## src/rtl/spi_master.sv

```systemverilog
// Mode 0 SPI master, one word per start; done pulses CLK_DIV*(2*DATA_WIDTH+2) clks after accept; start is ignored while busy.
// Define SPI_MASTER_LSB_FIRST_EN to shift LSB first in both directions (timing unchanged).
module spi_master #(
  parameter int DATA_WIDTH = 8,
  parameter int CLK_DIV    = 2
) (
  input  logic                  clk,
  input  logic                  reset,
  input  logic                  start,
  input  logic [DATA_WIDTH-1:0] masterDataToSend,
  output logic [DATA_WIDTH-1:0] masterDataReceived,
  output logic                  busy,
  output logic                  done,
  output logic                  sclk,
  output logic                  CS,
  output logic                  MOSI,
  input  logic                  MISO
);

  localparam int DIV_W  = (CLK_DIV > 1) ? $clog2(CLK_DIV) : 1;
  localparam int EDGE_W = $clog2(2 * DATA_WIDTH + 1);
  localparam logic [DIV_W-1:0]  DIV_LAST  = DIV_W'(CLK_DIV - 1);
  localparam logic [EDGE_W-1:0] EDGE_LAST = EDGE_W'(2 * DATA_WIDTH - 1);

  localparam logic [2:0] S_IDLE  = 3'd0;
  localparam logic [2:0] S_SETUP = 3'd1;
  localparam logic [2:0] S_XFER  = 3'd2;
  localparam logic [2:0] S_HOLD  = 3'd3;
  localparam logic [2:0] S_DONE  = 3'd4;

  logic [2:0]            state;
  logic [DIV_W-1:0]      div_cnt;
  logic [EDGE_W-1:0]     edge_cnt;
  logic [DATA_WIDTH-1:0] tx_shift;
  logic [DATA_WIDTH-1:0] rx_shift;
  logic [DATA_WIDTH-1:0] tx_next;
  logic [DATA_WIDTH-1:0] rx_next;
  logic                  first_bit;
  logic                  next_bit;
  logic                  div_end;

`ifdef SPI_MASTER_LSB_FIRST_EN
  assign first_bit = masterDataToSend[0];
  assign next_bit  = tx_shift[1];
  assign tx_next   = tx_shift >> 1;
  assign rx_next   = {MISO, rx_shift[DATA_WIDTH-1:1]};
`else
  assign first_bit = masterDataToSend[DATA_WIDTH-1];
  assign next_bit  = tx_shift[DATA_WIDTH-2];
  assign tx_next   = tx_shift << 1;
  assign rx_next   = {rx_shift[DATA_WIDTH-2:0], MISO};
`endif

  assign div_end = (div_cnt == DIV_LAST);

  always_ff @(posedge clk or negedge reset) begin
    if (!reset) begin
      state              <= S_IDLE;
      div_cnt            <= '0;
      edge_cnt           <= '0;
      tx_shift           <= '0;
      rx_shift           <= '0;
      masterDataReceived <= '0;
      busy               <= 1'b0;
      done               <= 1'b0;
      sclk               <= 1'b0;
      CS                 <= 1'b1;
      MOSI               <= 1'b0;
    end else begin
      done <= 1'b0;
      case (state)
        S_IDLE: begin
          if (start) begin
            tx_shift <= masterDataToSend;
            CS       <= 1'b0;
            MOSI     <= first_bit;
            busy     <= 1'b1;
            div_cnt  <= '0;
            edge_cnt <= '0;
            state    <= S_SETUP;
          end
        end
        S_SETUP: begin
          if (div_end) begin
            div_cnt <= '0;
            state   <= S_XFER;
          end else begin
            div_cnt <= div_cnt + 1'b1;
          end
        end
        S_XFER: begin
          if (div_end) begin
            div_cnt  <= '0;
            sclk     <= ~sclk;
            edge_cnt <= edge_cnt + 1'b1;
            if (!sclk) begin
              rx_shift <= rx_next;
            end else if (edge_cnt != EDGE_LAST) begin
              // The last falling edge leaves MOSI on the final bit.
              tx_shift <= tx_next;
              MOSI     <= next_bit;
            end
            if (sclk && edge_cnt == EDGE_LAST) begin
              state <= S_HOLD;
            end
          end else begin
            div_cnt <= div_cnt + 1'b1;
          end
        end
        S_HOLD: begin
          if (div_end) begin
            div_cnt            <= '0;
            CS                 <= 1'b1;
            MOSI               <= 1'b0;
            done               <= 1'b1;
            masterDataReceived <= rx_shift;
            state              <= S_DONE;
          end else begin
            div_cnt <= div_cnt + 1'b1;
          end
        end
        S_DONE: begin
          busy  <= 1'b0;
          state <= S_IDLE;
        end
        default: state <= S_IDLE;
      endcase
    end
  end

endmodule

```

## config.mk

```make
export PLATFORM = sky130hd
export DESIGN_NAME = spi_master
export DESIGN_NICKNAME = d
export VERILOG_FILES = /design/src/rtl/spi_master.sv
export SDC_FILE = /design/constraint.sdc
export NUM_CORES = 1
export LEC_CHECK = 0
export BUFFER_PORTS_ARGS = -buffer_cell sky130_fd_sc_hd__buf_2
export CORE_UTILIZATION = 50
export DETAILED_ROUTE_END_ITERATION = 10
export PLACE_DENSITY = 0.8
export SLEW_MARGIN = 10
export SYNTH_ARGS = -nofsm -noshare
export SYNTH_HDL_FRONTEND = slang
export SYNTH_SLANG_ARGS = --single-unit
```

## constraint.sdc

```tcl
create_clock -name clk -period 1.95 [get_ports clk]
set_clock_uncertainty 0.1 [all_clocks]
set_input_delay 0.195 -clock clk [delete_from_list [all_inputs] [get_ports clk]]
set_output_delay 0.195 -clock clk [all_outputs]
set_load 0.005 [all_outputs]
```

# --- Word-level counts from Yosys, hierarchy flattened ---
# Index checks and enable logic that the tools add are counted.
totals:
  out_inout_bits: 13
  elab_cells: 74
  ff_bits: 37
op_classes:
  add_sub_neg: 2
  muxes: 29
  reduce_logical: 18
  n_eq_ne: 13
  n_bitwise: 1
op_table:
  columns: ["op", "count"]
  rows:
  - ["$mux W7", 4]
  - ["$mux W3", 5]
  - ["$ne A2 B2 Y1 const B", 7]
  - ["$pmux W7 S2", 1]
  - ["$pmux W3 S4", 1]
  - ["$mux W1", 11]
  - ["$mux W5", 2]
  - ["$pmux W5 S2", 1]
  - ["$reduce_and A5 Y1", 2]
  - ["$reduce_and A3 Y1", 3]
  - ["$reduce_and A2 Y1", 4]
  - ["$reduce_bool A2 Y1", 4]
  - ["$eq A3 B2 Y1 const B", 2]
  - ["$pmux W1 S2", 3]
  - ["$reduce_and A6 Y1", 1]
  - ["$add A5 B1 Y5 const B", 1]
  - ["$eq A5 B4 Y1 const B", 1]
  - ["$ne A5 B4 Y1 const B", 1]
  - ["$eq A3 B1 Y1 const B", 1]
  - ["$eq A3 B3 Y1 const B", 1]
  - ["$logic_not A3 Y1", 1]
  - ["$pmux W1 S3", 1]
  - ["$reduce_bool A3 Y1", 1]
  - ["$reduce_or A3 Y1", 1]
  - ["other kinds (3)", 3]

# --- Logic depth before layout (Yosys ltp) ---
# Gate-level depths: netlist (run 1).
logic_depth:
  depth_word: 5
  mapped_depth: 7

# --- Worst setup path after synthesis (run 1) ---
# OpenSTA, ideal clock, no wires.
synth_path:
  path_type: "register -> register"
  startpoint: "register edge_cnt[0]"
  endpoint: "register MOSI"
  path_slack_ns: 0.071
  arrival_ns: 1.652
  synth_period_minus_slack_ns: 1.879
  t_required_ns: 1.722
  stages_incl_launch_ff: 7
  cell_sequence: "dfrtp_1 ha_1 and3_1 ha_1 nand3b_4 a211oi_1 mux2_1"
synth_via:
  elab_chain_cells: 3
synth_rtl:
  columns: ["element", "line_no", "source"]
  rows:
  - ["start: declaration", "33", "logic [EDGE_W-1:0] edge_cnt;"]
  - ["start signal: assignment", "95", "edge_cnt <= edge_cnt + 1'b1;"]
  - ["$ne A5 B4 Y1", "98", "end else if (edge_cnt != EDGE_LAST) begin"]
  - ["$ne A2 B2 Y1 (no source line)", null, null]
  - ["$reduce_and A6 Y1 (no source line)", null, null]
  - ["end signal: assignment", "76", "MOSI <= first_bit;"]
  - ["end signal: assignment", "101", "MOSI <= next_bit;"]
  - ["end: declaration", "16", "output logic MOSI,"]
# Every way passes these cells.
# A chain may end at the register's enable or synchronous reset.

# --- Worst setup path after layout (run 1) ---
layout_path:
  startpoint: "register edge_cnt[1]"
  endpoint: "register MOSI"
# Same word-level chain as after synthesis.

==> results of run 1 <==
==> worst max-delay path: cells and delay by family, from the launching register on <==
kind	cells	cell delay, ps
AOI/OAI and AO/OA	1	280
adders and majority gates	2	360
DFF	1	420
muxes	1	320
and+or+nand+nor	2	370
==> worst max-delay path by stage <==
stage / slack (ps) / endpoint
after floorplan: 70 / MOSI$_DFFE_PN0P_
after global placement: 60 / MOSI$_DFFE_PN0P_
after detailed placement: -50 / MOSI$_DFFE_PN0P_
after CTS: 5 / MOSI$_DFFE_PN0P_
after global routing: -40 / MOSI$_DFFE_PN0P_
final: 5 / MOSI$_DFFE_PN0P_
==> per-layer routing <==
layer	up-vias	wire length, um	global-route usage
met4	0	78	0.130
li1	583	-	-
met3	8	124	0.0455
met2	29	1810	0.389
met1	606	1360	0.251
met5	-	0	0
==> report_power, final <==
part	internal [mW]	switching, mW	total, mW
clock	0.139	0.269	0.408
sequential	0.796	0.0194	0.816
combinational	0.0373	0.0452	0.0825
total	0.973	0.333	1.31
==> synthesized netlist by cell type, types with 2 or more instances <==
master	instances	area [um^2]
xor2_1	3	26.3
nand4_1	3	18.8
dfrtp_1	36	901
o21ai_0	11	55.1
inv_2	2	7.51
a2bb2oi_1	6	52.6
nand3_1	2	10.0
nor2_1	7	26.3
nand2_1	28	105
buf_6	2	22.5
a21oi_1	4	20.0
ha_1	2	25.0
inv_1	4	15.0
nand3b_1	5	37.5
buf_2	3	15.0
mux2_2	8	90.1
==> state kept, by name, indices dropped and copies added (netlist names), 3 cells and up <==
| name | count |
|---|---|
| masterDataReceived | 8 |
| rx_shift | 8 |
| tx_shift | 7 |
| edge_cnt | 5 |
| state | 3 |
==> metrics by stage <==
stage | power (mW) | area [um^2] | utilization
detailed placement | 0.896 | 1870 | 0.601
CTS | 1.31 | 1960 | 0.632
global route | 1.38 | 2000 | 0.644
finish | 1.31 | 2000 | 0.644
floorplan | 0.855 | 1670 | -
global placement | 0.890 | 1870 | 0.601
==> logic make-up (layout without fill, tap and decap cells) <==
family	Yosys count	in the layout
compound gates	28	28
mux	9	9
xor+xnor	4	4
fa+ha+maj	2	2
buf+inv	12	50
flops	37	37
simple gates	55	55
==> what timing repair did <==
item,in CTS,in global routing
hold buffers,3,0
pin swaps,0,3
buffers inserted,0,1
setup endpoints to repair,1,4
hold endpoints to repair,38,0
resized for setup,1,6
==> placed cells by master, fill, tap and decap left out, drive strengths merged, types with 2 or more instances in the layout <==
cell type	synthesis	layout
nor2	9	9
nand2	28	28
a21oi	4	4
xor2	3	3
nand3b	6	6
o21ai	11	11
dfrtp	36	36
clkinvlp	0	3
inv	6	6
mux2	9	9
ha	2	2
dlygate4sd3	0	3
a2bb2oi	6	6
clkbuf	1	5
buf	5	33
nand4	3	3
nand3	2	2
==> layout make-up <==
type / instances / area [um^2]
multi-input cells: 98 / 717
repair buffers: 36 / 218
clock inverters: 3 / 22.5
well taps: 44 / 55.1
fillers: 266 / 1100
inverters: 6 / 22.5
flip-flops and latches: 37 / 927
clock buffers: 5 / 37.5
==> run summary, run 1 <==
Status: finished, final reports clean
Pre-CTS WS: -49.3 ps
Reg clk slew, reported paths: 110 ps
Worst endpoint data arrival time: 2100 ps
Crit path max-delay cell type: dfrtp_1
Critical R2R Capture: MOSI$_DFFE_PN0P_
P per Cell Area: 653 mW/mm^2
Vias per inst: 5.35
CTS tree: yes
Worst hold start: start
Final hold slack: 71.4 ps
# nets final: 198
Total GRT Usage: 0.223
Synthesized instance count: 147
Setup TNS: 0 ps
Peak VDD IR: 0.435 mV
DRC violations left: 0
Clock Latency Late Sink: 360 ps
Setup ws final: 5.05 ps
Synth cell types: 37
Multiplexer share of the synthesized area: 0.0606
Depth of the most critical reg-to-reg path: 6
Crit path kind: register to register
Max-Cap Viols: 0
Post-layout min period: 1940 ps
DR vias: 1226
Ys Warns: 0
Async SR Flop Fraction: 1.00
Static Leak: 0.964 nW
FF-to-FF Start: edge_cnt[1]$_DFFE_PN0P_
Setup violators final: 0
Die area: 0.00358 mm^2
Rows: 20
Min-Delay Path Depth: 3
Core area: 0.00310 mm^2
Synthesized-area fraction occupied by adder cells: 0.0150
Critical Path Start Type: register
# H-tree levels: 2
Post-Syn Nets: 161
Fin. Hold Viols: 0
Worst path cell trace: ha_2 > and3_4 > ha_4 > nand3b_4 > a211oi_4 > mux2_4
Sequential area share after synthesis: 0.555
First-pass detailed-route iteration total: 4
Internal reg-to-reg setup slack: 5 ps
Remaining global-route overflow: 0
Setup crit start: edge_cnt[1]$_DFFE_PN0P_
Antenna violations before repair: 0
FMAX: 514 MHz
Die Wd: 59.8 um
Synth Area in Compound Gates: 0.121
Fraction of layout instances using a drive strength above 1: 0.357
Final RePlAce weighted congestion: 0.827
Clock Path Buffers: 2
Critical path fanouts, max: 3
First-pass GRT wire length: 5640 um
WL final: 3370 um
Slew Limit Fails: 0
Hold/Removal Path Class: input pin to register
Most used DFF post-synth: dfrtp_1
Post-synthesis simple-gate area fraction: 0.189
Post-Synthesis Cell Area: 0.00167 mm^2
Area growth syn-to-layout: 19.6%
Unrepaired setup endpoints after global routing: yes
DR WL/cell: 14.7 um
Detail Route Antenna Nets: 0
Inst Count DP: 217
Syn Area/Cell: 11.4 um^2
TritonCTS buffer count: 5
Final Cycle Share: 0.997
Slew @ Worst Pin: 785 ps
CTS root buf: clkbuf_4
CTS sink count: 37
Die Span Y: 59.8 um
XOR/XNOR share of the synthesized area: 0.0210
Largest net degree at the start of global routing: 38
Worst Hold End: tx_shift[0]$_DFFE_PN0P_
Starting Density: 0.539
Port-buffer cells: 24
N_diodes: 0
Largest family of logic cells by synthesized area: simple AND/OR/NAND/NOR gates
Worst endpoint required time: 2100 ps
Yosys reg bits: 37
Vias in the first global route: 1239
Post-route insts no fill: 229
Post-DP HPWL: 2350 um
Relative slew slack: 0.477
EDFF count, synth: 0
CP peak stage delay: 420 ps
Io pins: 25
Crit path capture type: register
1st-iter DRT viols: 77
Power figures use the tool's default switching activity.
==> run 2, diff against run 1 <==
--- a/config.mk
+++ b/config.mk
@@ -5,10 +5,11 @@
 export SDC_FILE = /design/constraint.sdc
 export NUM_CORES = 1
 export LEC_CHECK = 0
+export ABC_AREA = 1
 export BUFFER_PORTS_ARGS = -buffer_cell sky130_fd_sc_hd__buf_2
-export CORE_UTILIZATION = 50
+export CORE_UTILIZATION = 51
 export DETAILED_ROUTE_END_ITERATION = 10
-export PLACE_DENSITY = 0.8
+export PLACE_DENSITY = 0.81
 export SLEW_MARGIN = 10
 export SYNTH_ARGS = -nofsm -noshare
 export SYNTH_HDL_FRONTEND = slang
==> run 2 against run 1 <==
Synthesized area increased by 7.4%. Via count increased by 20%. Critical path depth increased by 5. Total power increased by 140%. First-iteration DRC count increased by 60%. Global-route usage decreased by 3.0 points. Sequential share of layout area decreased by 0.94 points. Utilization decreased by 3.8 points. Combinational power increased to 17 times the previous value. Hold slack got worse by 3.6 ps. Worst setup slack improved by 180 ps. Final cell count increased by 28%. Critical endpoint is now state[1]$_DFFE_PN0P_. Largest power group is now combinational cells.
==> run summary, run 2 <==
Status: finished, final reports clean
EDFF count, synth: 0 (unchanged)
Post-CTS Resized: 0 (-1)
Fraction of layout instances using a drive strength above 1: 0.207 (-0.149)
Final Cycle Share: 0.906 (-0.0917)
Pre-CTS WS: 230 ps (+279 ps)
Synth cell count leaders: nand2_1 (80), dfrtp_1 (36), nand3_1 (18)
Crit path kind: register to register
Rows: 21 (+5.0%)
Setup violators final: 0 (unchanged)
Area contributors post-synth: dfrtp_1 (50%), nand2_1 (17%), nand3_1 (5.0%), o21ai_1 (4.2%), inv_1 (3.3%)
Critical Path Start Type: register
Starting Density: 0.534 (-0.00486)
Post-route insts no fill: 292 (+28%)
Relative slew slack: 0.464 (-0.0126)
Setup TNS: 0 ps (unchanged)
P per Cell Area: 1550 mW/mm^2 (+140%)
Area growth syn-to-layout: 13.7%
Vias per inst: 5.02 (-6.2%)
CTS sink count: 37 (unchanged)
Clock Path Buffers: 2 (unchanged)
Post-Syn Nets: 229 (+42%)
Inst Count DP: 281 (+29%)
DRC violations left: 0 (unchanged)
DR WL/cell: 11.4 um (-23%)
Worst endpoint required time: 2090 ps (about the same)
Yosys reg bits: 37 (unchanged)
Slew Limit Fails: 0 (unchanged)
First-pass detailed-route iteration total: 4 (unchanged)
Depth of the most critical reg-to-reg path: 11 (+5)
Biggest regs: masterDataReceived: 8 flops, rx_shift: 8 flops, tx_shift: 7 flops
Die Wd: 61.3 um (+2.5%)
Max-Cap Viols: 0 (unchanged)
# nets final: 259 (+31%)
Async SR Flop Fraction: 1.00 (unchanged)
Most used DFF post-synth: dfrtp_1
Antenna violations before repair: 0 (unchanged)
Crit path capture type: register
Io pins: 25 (unchanged)
Clock Latency Late Sink: 350 ps (about the same)
FMAX: 566 MHz (+10%)
Ys Warns: 0 (unchanged)
Vias in the first global route: 1243 (+0.32%)
Commonest non-fill, non-tap cells in the layout: nand2_1 (80), dfrtp_1 (36), buf_2 (24), nand3_1 (18), inv_1 (16)
Hold/Removal Path Class: input pin to register
Min-Delay Path Depth: 5 (+2)
Die Span Y: 61.3 um (+2.5%)
Slew @ Worst Pin: 804 ps (+18.9 ps)
Peak VDD IR: 0.771 mV (+77%)
Unrepaired setup endpoints after global routing: no
# H-tree levels: 2 (unchanged)
Fin. Hold Viols: 0 (unchanged)
Post-DP HPWL: 2310 um (-1.9%)
CTS Hold Bufs: 3 (unchanged)
CTS tree: yes
Sequential area share after synthesis: 0.516 (-0.0383)
Die area: 0.00376 mm^2 (+5.1%)
Largest net degree at the start of global routing: 38 (unchanged)
Placement Cell Area: 0.00193 mm^2 (+3.5%)
Synthesized instance count: 215 (+46%)
Post-Synthesis Cell Area: 0.00180 mm^2 (+7.4%)
Synth cell types: 24 (-35%)
Setup Fix Bufs, Post-CTS: 0 (unchanged)
Reg clk slew, reported paths: 110 ps (about the same)
Fillers: 321 (+21%)
Total GRT Usage: 0.193 (-0.0299)
Critical path fanouts, max: 4 (+1)
1st-iter DRT viols: 123 (+60%)
Post-synth top area share: 0.502 (-0.0372)
Final Util: 0.607 (-0.0376)
Core area: 0.00336 mm^2 (+8.4%)
First-pass GRT wire length: 5210 um (-7.7%)
Post-layout min period: 1770 ps (-179 ps)
Detail Route Antenna Nets: 0 (unchanged)
WL final: 3320 um (-1.5%)
N_diodes: 0 (unchanged)
Syn Area/Cell: 8.35 um^2 (-27%)
CTS root buf: clkbuf_4
TritonCTS buffer count: 5 (unchanged)
Static Leak: 1.09 nW (+13%)
Final RePlAce weighted congestion: 0.909 (+10%)
Count leader, synth: nand2_1
DR vias: 1466 (+20%)
Most common cell after layout, fill and taps aside: nand2_1
Worst endpoint data arrival time: 1910 ps (-190 ps)
Port-buffer cells: 24 (unchanged)
Synth area leader: dfrtp_1
Design Area, Final: 0.00204 mm^2 (+2.1%)
Setup ws final: 184 ps (+179 ps)
Remaining global-route overflow: 0 (unchanged)
[run 2: cell types whose count changed after synthesis, sizes merged, moves of 3 or more]
cell,previous run,this run
o21ai,11,21
nand2,28,85
a2bb2oi,6,0
nand3b,6,0
nand3,2,19
inv,6,21
nand4,3,0
mux2,9,0
nor2,9,19
xor2,3,0
[run 2: routing by layer]
layer  GRT usage  vias to the layer above  share of wire
met5           0                        -              0
met1       0.227                      683           0.44
li1            -                      735              -
met3      0.0525                        6          0.055
met2       0.328                       42           0.50
met4      0.0952                        0          0.011
[run 2: metrics by stage]
stage	hold WS, ps	total power, mW
after detailed placement	236	2.65
final	67.8	3.17
after global routing	76.5	3.43
after global placement	233	2.59
after floorplan	-201	2.34
after CTS	56.9	3.20
[run 2: cell type report]
| class | instances | area, um^2 | area share |
|---|---|---|---|
| sequential | 37 | 927 | 0.454 |
| multi-input combinational | 152 | 737 | 0.361 |
| timing repair buffer | 28 | 158 | 0.0773 |
| inverter | 21 | 81.3 | 0.0399 |
| tap | 46 | 57.6 | 0.0282 |
| clock buffer | 6 | 41.3 | 0.0202 |
| clock inverter | 2 | 38.8 | 0.0190 |
[run 2: path summary, 6_finish.rpt]
check,startpoint,endpoint,slack [ps]
max,edge_cnt[0]$_DFFE_PN0P_,state[1]$_DFFE_PN0P_,180
min,masterDataToSend[5],tx_shift[5]$_DFFE_PN0P_,70
max reg2reg,edge_cnt[0]$_DFFE_PN0P_,state[1]$_DFFE_PN0P_,180
min reg2reg,MOSI$_DFFE_PN0P_,MOSI$_DFFE_PN0P_,380
max in group asynchronous,reset,edge_cnt[4]$_DFFE_PN0P_,880
min in group asynchronous,reset,rx_shift[1]$_DFFE_PN0P_,360
[run 2: where the power goes]
part           switching (mW)  internal [mW]  leakage (nW)
combinational           0.892          0.481         0.571
sequential              0.208           1.06         0.477
clock                   0.258          0.273        0.0424
[run 2: cell families after synthesis]
kind of cell / after synthesis / share of synthesized area
flops: 37 / 0.516
compound gates: 25 / 0.0774
simple gates: 125 / 0.319
fa+ha+maj: 2 / 0.0139
buf+inv: 26 / 0.0732
[run 2: worst max-delay path, cell delays in order (launching register included)]
cell and delay (ps):
dfrtp_1 400, ha_1 180, inv_1 60, nor2_1 100
ha_1 240, nand2_1 70, nand3_1 90, nand2_1 50
nor2_1 170, nand2_1 100, nand2_1 70, nand2_1 40
==> run 3, diff against run 2 <==
--- a/config.mk
+++ b/config.mk
@@ -9,7 +9,7 @@
 export BUFFER_PORTS_ARGS = -buffer_cell sky130_fd_sc_hd__buf_2
 export CORE_UTILIZATION = 51
 export DETAILED_ROUTE_END_ITERATION = 10
-export PLACE_DENSITY = 0.81
+export PLACE_DENSITY = 0.83
 export SLEW_MARGIN = 10
 export SYNTH_ARGS = -nofsm -noshare
 export SYNTH_HDL_FRONTEND = slang
==> run 3 against run 2 <==
Global-route usage is 0.45 points higher. Critical path depth stayed put. Die area stayed put. Worst setup slack better by 3.3 ps. Register-to-register slack hardly changed. Non-clock buffer count stayed put. Via count is 1.8% lower. Combinational power hardly changed.
==> run summary, run 3 (synthesized netlist as in run 2, its figures left out) <==
Commonest non-fill, non-tap cells in the layout: nand2_1 (80), dfrtp_1 (36), buf_2 (24), nand3_1 (18), inv_1 (16)
Static Leak: 1.09 nW (-0.11%)
CTS tree: yes
Pwr Total: 3.16 mW (-0.46%)
Worst endpoint data arrival time: 1910 ps (about the same)
Most common cell after layout, fill and taps aside: nand2_1
Vias per inst: 4.93 (-1.8%)
P per Cell Area: 1540 mW/mm^2 (-0.58%)
DR vias: 1440 (-1.8%)
Worst hold start: masterDataToSend[4]
Core area: 0.00336 mm^2 (unchanged)
Setup TNS: 0 ps (unchanged)
Peak VDD IR: 0.690 mV (-10%)
N_diodes: 0 (unchanged)
TritonCTS buffer count: 5 (unchanged)
Remaining global-route overflow: 0 (unchanged)
Crit path kind: register to register
Setup Fix Bufs, Post-CTS: 0 (unchanged)
CTS root buf: clkbuf_4
Total GRT Usage: 0.198 (+0.00446)
M1 WL: 1490 um (+2.8%)
Unrepaired setup endpoints after global routing: no
Clock Latency Late Sink: 350 ps (about the same)
DR WL met3: 145 um (-21%)
Critical R2R Capture: state[1]$_DFFE_PN0P_
Critical Path Start Type: register
Clock Path Buffers: 2 (unchanged)
Min-Delay Path Depth: 5 (unchanged)
Crit path capture type: register
WL final: 3170 um (-4.4%)
Status: finished, final reports clean
Critical path fanouts, max: 4 (unchanged)
1st-iter DRT viols: 92 (-25%)
Area growth syn-to-layout: 13.8%
Setup violators final: 0 (unchanged)
Rows: 21 (unchanged)
Antenna violations before repair: 0 (unchanged)
Slew @ Worst Pin: 799 ps (-4.52 ps)
First-pass detailed-route iteration total: 4 (unchanged)
FMAX: 567 MHz (+0.19%)
Final Cycle Share: 0.904 (-0.00169)
Depth of the most critical reg-to-reg path: 11 (unchanged)
Final Util: 0.608 (+0.000744)
Met2 WL post-DR: 1500 um (-8.9%)
Worst Hold End: tx_shift[4]$_DFFE_PN0P_
Fin. Hold Viols: 0 (unchanged)
Io pins: 25 (unchanged)
Hold/Removal Path Class: input pin to register
Worst endpoint required time: 2090 ps (about the same)
FF-to-FF Start: edge_cnt[0]$_DFFE_PN0P_
# H-tree levels: 2 (unchanged)
Pre-CTS WS: 213 ps (-17.0 ps)
Reg clk slew, reported paths: 120 ps (about the same)
Detail Route Antenna Nets: 0 (unchanged)
Die Span Y: 61.3 um (unchanged)
Largest net degree at the start of global routing: 38 (unchanged)
Starting Density: 0.534 (unchanged)
Final RePlAce weighted congestion: 0.893 (-1.7%)
Fraction of layout instances using a drive strength above 1: 0.211 (+0.00407)
First-pass GRT wire length: 5270 um (+1.2%)
DRC violations left: 0 (unchanged)
# nets final: 259 (unchanged)
Post-DP HPWL: 2270 um (-1.7%)
Highest metal used: met4
Port-buffer cells: 24 (unchanged)
Max-Cap Viols: 0 (unchanged)
CTS sink count: 37 (unchanged)
Setup ws final: 187 ps (+3.29 ps)
Vias in the first global route: 1263 (+1.6%)
Internal reg-to-reg setup slack: 190 ps (about the same)
Die area: 0.00376 mm^2 (unchanged)
Relative slew slack: 0.467 (+0.00301)
Slew Limit Fails: 0 (unchanged)
Biggest regs: masterDataReceived: 8 flops, rx_shift: 8 flops, tx_shift: 7 flops
DR WL/cell: 10.9 um (-4.4%)
Die Wd: 61.3 um (unchanged)
Post-layout min period: 1760 ps (-3.29 ps)
==> run 3: changes by cell type in the layout (fill, tap and decap cells not counted) <==
cell	change
ha_1	-1
ha_2	+1
==> run 3: area by class of cell <==
cell class,instances,area (um^2)
fillers,311,1320
flip-flops and latches,37,927
multi-input cells,152,739
repair buffers,28,158
inverters,21,81.3
well taps,46,57.6
clock buffers,6,41.3
clock inverters,2,38.8
==> run 3: critical path, cell delays in order (launching register included) <==
cell     delay [ps]
dfrtp_1         400
ha_1            190
inv_1            60
nor2_1          120
ha_2            230
nand2_1          60
nand3_1          80
nand2_1          50
nor2_1          160
nand2_1         100
nand2_1          70
nand2_1          50
==> run 3: report_power, final <==
group | internal [mW] | total [mW] | switching (mW)
Combinational | 0.482 | 1.35 | 0.872
Clock | 0.273 | 0.536 | 0.263
Sequential | 1.06 | 1.27 | 0.208
==> run 3: through the flow <==
step,instance area (um^2),hold slack (ps),instances
floorplan,1800,-201,215
global placement,1930,228,281
detailed placement,1930,231,281
CTS,2040,48.1,292
global route,2040,71.2,292
finish,2040,57.0,292
==> run 3: routing by layer <==
metal	global-route usage	vias to the layer above
met5	0	-
met4	0.105	0
met3	0.0462	5
met2	0.334	28
met1	0.235	672
li1	-	735
==> run 3: worst max-delay path by stage <==
stage / start / end / slack [ps]
floorplan: edge_cnt[0]$_DFFE_PN0P_ / state[1]$_DFFE_PN0P_ / 360
global placement: edge_cnt[0]$_DFFE_PN0P_ / state[0]$_DFFE_PN0P_ / 290
detailed placement: edge_cnt[0]$_DFFE_PN0P_ / state[0]$_DFFE_PN0P_ / 210
CTS: edge_cnt[0]$_DFFE_PN0P_ / state[0]$_DFFE_PN0P_ / 170
global route: edge_cnt[0]$_DFFE_PN0P_ / state[0]$_DFFE_PN0P_ / 20
finish: edge_cnt[0]$_DFFE_PN0P_ / state[1]$_DFFE_PN0P_ / 190
==> run 3: what timing repair did <==
action	4_1_cts	5_1_grt
hold buffers	3	0
resized for setup	0	1
endpoints found under the setup margin	0	1
endpoints found under the hold margin	38	0
